File: src/rtl/ipsxe_floating_point_op_sequencer.sv
// Operation-table sequencer: streams table entries 0..last_addr
// over a valid/ready port, optionally looping until stopped.
module ipsxe_floating_point_op_sequencer #(
    parameter int                ADDR_W        = 4,
    parameter int                DATA_W        = 8,
    parameter logic [DATA_W-1:0] DEFAULT_ENTRY = DATA_W'(8'h08)
) (
    input  logic              clk,
    input  logic              rst,
    input  logic              wr_en,
    input  logic [ADDR_W-1:0] wr_addr,
    input  logic [DATA_W-1:0] wr_data,
    output logic              wr_err,
    input  logic              start,
    input  logic              stop,
    input  logic [ADDR_W-1:0] last_addr,
    input  logic              loop_en,
    output logic              m_valid,
    input  logic              m_ready,
    output logic [DATA_W-1:0] m_data,
    output logic [ADDR_W-1:0] m_addr,
    output logic              busy,
    output logic              done
);

    localparam int DEPTH = 1 << ADDR_W;

    typedef enum logic [1:0] {
        S_IDLE,
        S_FETCH,
        S_ISSUE,
        S_DONE
    } state_t;

    state_t            r_state;
    state_t            w_next;
    logic [DATA_W-1:0] r_table [DEPTH];
    logic [ADDR_W-1:0] r_idx;
    logic [ADDR_W-1:0] r_last;
    logic [ADDR_W-1:0] r_maddr;
    logic [DATA_W-1:0] r_mdata;
    logic              r_loop;
    logic              r_stop_pend;
    logic              r_wr_err;
    logic              w_hs;
    logic              w_at_last;
    logic              w_wr_ok;

    assign w_hs      = (r_state == S_ISSUE) && m_ready;
    assign w_at_last = (r_idx == r_last);
    assign w_wr_ok   = wr_en && (r_state == S_IDLE);

    always_ff @(posedge clk) begin
        if (rst) r_state <= S_IDLE;
        else     r_state <= w_next;
    end

    always_comb begin
        w_next = r_state;
        unique case (r_state)
            S_IDLE:  if (start) w_next = S_FETCH;
            S_FETCH: w_next = S_ISSUE;
            S_ISSUE: begin
                if (w_hs) begin
                    if (!w_at_last)
                        w_next = S_FETCH;
                    else if (r_loop && !r_stop_pend)
                        w_next = S_FETCH;
                    else
                        w_next = S_DONE;
                end
            end
            S_DONE:  w_next = S_IDLE;
            default: w_next = S_IDLE;
        endcase
    end

    // Table is writable only while idle so an issued sequence is coherent.
    always_ff @(posedge clk) begin
        if (rst)
            r_table <= '{default: DEFAULT_ENTRY};
        else if (w_wr_ok)
            r_table[wr_addr] <= wr_data;
    end

    always_ff @(posedge clk) begin
        if (rst) begin
            r_idx       <= '0;
            r_last      <= '0;
            r_loop      <= 1'b0;
            r_maddr     <= '0;
            r_mdata     <= DEFAULT_ENTRY;
            r_stop_pend <= 1'b0;
            r_wr_err    <= 1'b0;
        end else begin
            r_wr_err <= wr_en && (r_state != S_IDLE);
            if (r_state == S_IDLE)
                r_stop_pend <= 1'b0;
            else if (stop)
                r_stop_pend <= 1'b1;
            unique case (r_state)
                S_IDLE: begin
                    if (start) begin
                        r_last <= last_addr;
                        r_loop <= loop_en;
                        r_idx  <= '0;
                    end
                end
                S_FETCH: begin
                    r_mdata <= r_table[r_idx];
                    r_maddr <= r_idx;
                end
                S_ISSUE: begin
                    if (m_ready)
                        r_idx <= w_at_last ? '0 : r_idx + ADDR_W'(1);
                end
                default: ;
            endcase
        end
    end

    assign m_valid = (r_state == S_ISSUE);
    assign m_data  = r_mdata;
    assign m_addr  = r_maddr;
    assign busy    = (r_state != S_IDLE);
    assign done    = (r_state == S_DONE);
    assign wr_err  = r_wr_err;

endmodule
File: config.mk
export PLATFORM = sky130hd
export DESIGN_NAME = ipsxe_floating_point_op_sequencer
export DESIGN_NICKNAME = d
export VERILOG_FILES = /design/src/rtl/ipsxe_floating_point_op_sequencer.sv
export SDC_FILE = /design/constraint.sdc
export NUM_CORES = 1
export LEC_CHECK = 0
export BUFFER_PORTS_ARGS = -buffer_cell sky130_fd_sc_hd__buf_4
export CORE_UTILIZATION = 52
export DETAILED_ROUTE_END_ITERATION = 10
export PLACE_DENSITY = 0.75
export SLEW_MARGIN = 10
export SYNTH_ARGS = -nofsm -noshare
export SYNTH_HDL_FRONTEND = slang
export SYNTH_SLANG_ARGS = --single-unit
File: constraint.sdc
create_clock -name clk -period 2 [get_ports clk]
set_input_delay 0.2 -clock clk [delete_from_list [all_inputs] [get_ports clk]]
set_output_delay 0.2 -clock clk [all_outputs]
set_load 0.01 [all_outputs]
==> key figures <==
Flow run
  – Max Cap Viol: 0

Layout
  – N_diodes: 0
  – Final Non-Filler Cells: 866
  – Nets: 708
  – Layout cells sized above 1: 22.9%
  – Fill cell count: 1041
  – Area grow syn2layout: 17.5%
  – Design Area, Final: 7930 µm²

Logic synthesis
  – Post-Syn Instances: 631
  – Post-synth EDFFs: 0
  – Unique masters post-synth: 49
  – Synth area leader: dfxtp_1
  – Area contributors post-synth: dfxtp_1 45%, mux2i_1 19%, mux4_2 9.3%
  – Syn nets: 655
  – Yosys warnings: 0
  – Count leader, synth: dfxtp_1
  – Ys async rst share: 0%
  – Synth cell count leaders: 153 x dfxtp_1, 137 x nor2_1, 126 x mux2i_1
  – Post-Syn Area: 6750 µm²
  – Syn avg cell area: 10.7 µm²
  – Seq/Total Area, Yosys: 45.4%
  – Ys flop type: dfxtp_1
  – Top cell type's share of synthesized area: 45.4%
  – Yosys reg bits: 153

Clock tree
  – H-tree depth: 4
  – Post-CTS Hold Fix Bufs: 1
  – Setup Buffers After CTS: 0
  – Clock insertion delay at the later pin of the skew report: 430 ps
  – Num CTS Buffers: 17
  – Clk root buf: clkbuf_16
  – Clock tree buffer depth: 2
  – CTS tree: built
  – Reg clk slew, reported paths: 60 ps
  – # clock sinks: 153
  – CTS resizes: 0

Routing
  – First DRT Iteration DRCs: 340
  – Wirelength per Cell: 19.3 µm
  – Routed Antenna Nets: 0
  – Drt pass-1 iters: 7
  – Via count: 4973
  – Vias/cell: 5.74
  – Final WL: 16.7 mm
  – Number of remaining DRC errors: 0

Timing
  – Maximum operating frequency: 0.541 GHz
  – RSZ-0062 raised after global routing: no
  – Tightest Pin Transition: 945 ps
  – Final Skew: 12.0 ps
  – Final Hold Vio Count: 0
  – Setup violations, final: 0
  – Setup TNS: 0 ps
  – Worst setup margin: 153 ps
  – Max-slew headroom at the worst pin: 36.8%
  – Period minus WS final: 1850 ps
  – Period Utilization, post-route: 92.4%
  – Final count of pins violating max slew: 0

Min path
  – Worst Hold Depth: 2
  – Min-Delay Endpoint: m_addr[2]$_SDFFE_PP0N_
  – Hold_sp: rst
  – Hold Crit Class: primary input to flip-flop

Setup path
  – Worst Setup Path Type: flip-flop to flip-flop
  – FF-to-FF Start: r_idx[1]$_SDFFE_PP0P_
  – Crit path from: r_idx[1]$_SDFFE_PP0P_
  – Worst Path Required: 2310 ps
  – CP arrival: 2160 ps
  – Reg2Reg Depth: 5
  – Startpoint types: flip-flop
  – Worst-path maximum fanout: 7
  – Critical Path End Type: flip-flop
  – Worst r2r dst: r_idx[2]$_SDFFE_PP0P_
  – R2R Setup Slk: 150 ps

GRT
  – Tot GR Track Use: 27.0%
  – First-pass GRT wire length: 26.6 mm
  – Antenna violations before repair: 0
  – Vias in the first global route: 4977
  – Grt total ovfl: 0
  – Pin count of the biggest net entering global routing: 54

Power
  – Static leakage: 3.36 nW
  – VDD IR max: 475 µV
  – Power per cell area: 809 nW/µm²

Floorplan
  – Die Ht: 116 µm
  – I/O pin cnt: 39
  – Initial Util: 53.5%
  – Die ar.: 13400 µm²
  – DIE WIDTH: 116 µm
  – CORE AREA: 12600 µm²
  – FP Rows: 41

Placed design
  – Port Buffers: 38
  – Placed cell area: 7400 µm²
  – Place WS: 149 ps
  – Cells after DPL: 836
  – DP HPWL: 11.2 mm
  – Routability congestion estimate: 0.838

Outcome
  – Status: completed
kinds of logic (layout without fill, tap and decap cells):
logic type | count (synthesis) | count (layout) | share of synthesized area (%)
fa+ha+maj | 1 | 1 | 0.185
mux | 162 | 162 | 29.4
simple gates | 212 | 212 | 16.0
flops | 153 | 153 | 45.4
buf+inv | 51 | 114 | 3.11
compound gates | 48 | 48 | 5.43
xor+xnor | 4 | 4 | 0.519
worst max-delay path: stages, from the launching register on:
cell and delay (ps):
dfxtp_2 460, buf_4 210, xor2_1 90, o41ai_1 600, o22ai_1 170, a22o_1 200
power by group:
group | leakage [nW] | switching, W | internal [W] | total [W]
Clock | 0.262 | 0.00115 | 0.00172 | 0.00287
Combinational | 1.86 | 0.000260 | 0.000164 | 0.000424
Sequential | 1.24 | 0.0000294 | 0.00310 | 0.00312
worst max-delay path by stage:
stage / end / slack, ps / cells past startpoint
4_1_cts: m_data[7]$_SDFFE_PP0N_ / 170 / 5
5_1_grt: r_idx[2]$_SDFFE_PP0P_ / 50 / 5
6_report: r_idx[2]$_SDFFE_PP0P_ / 150 / 5
3_3_place_gp: m_data[5]$_SDFFE_PP0N_ / 190 / 5
2_1_floorplan: r_table[123]$_SDFFE_PP1P_ / 120 / 5
3_5_place_dp: m_data[4]$_SDFFE_PP0N_ / 150 / 5
layout make-up:
class	instances	area, µm²	share of cell area [%]
multi-input cells	427	3480	43.8
clock inverters	3	15.0	0.189
repair buffers	81	636	8.01
flip-flops and latches	153	3070	38.6
well taps	172	215	2.71
clock buffers	26	509	6.42
inverters	4	15.0	0.189
metal layers:
layer	wire length, µm	GRT usage [%]	vias to the layer above
met4	338	9.74	0
met5	0	0	-
li1	-	-	2339
met1	7450	34.8	2458
met3	924	5.33	28
met2	8000	44.8	148
flip-flops by register name (all words and copies together) (netlist names):
signal       flops
m_addr           4
m_data           8
r_idx            4
r_last           4
r_loop           1
r_state          2
r_stop_pend      1
r_table        128
wr_err           1
per-stage QoR:
| step | hold slack (ps) | util, % | power (W) |
|---|---|---|---|
| floorplan | 300 | - | 0.00346 |
| CTS | 11.2 | 62.9 | 0.00645 |
| finish | 24.3 | 62.9 | 0.00642 |
| global placement | 434 | 58.6 | 0.00359 |
| detailed placement | 431 | 58.6 | 0.00361 |
| global route | 25.1 | 62.9 | 0.00663 |
layout by cell type, fill, tap and decap left out, types with 3 or more instances in the layout:
cell / count
nand3_1: 4
nand2_1: 18
mux2i_1: 126
xor2_1: 4
nand2b_1: 4
clkinv_2: 3
a211o_1: 16
inv_1: 4
mux2_2: 8
clkbuf_8: 5
a22oi_1: 11
a21oi_1: 6
dfxtp_1: 151
clkbuf_1: 4
nor3_4: 6
nand3_2: 3
clkbuf_16: 17
buf_4: 78
nand4_1: 3
nor2_1: 137
nor2b_1: 15
mux4_2: 28
Note: power is estimated with default switching activity, not from simulation.
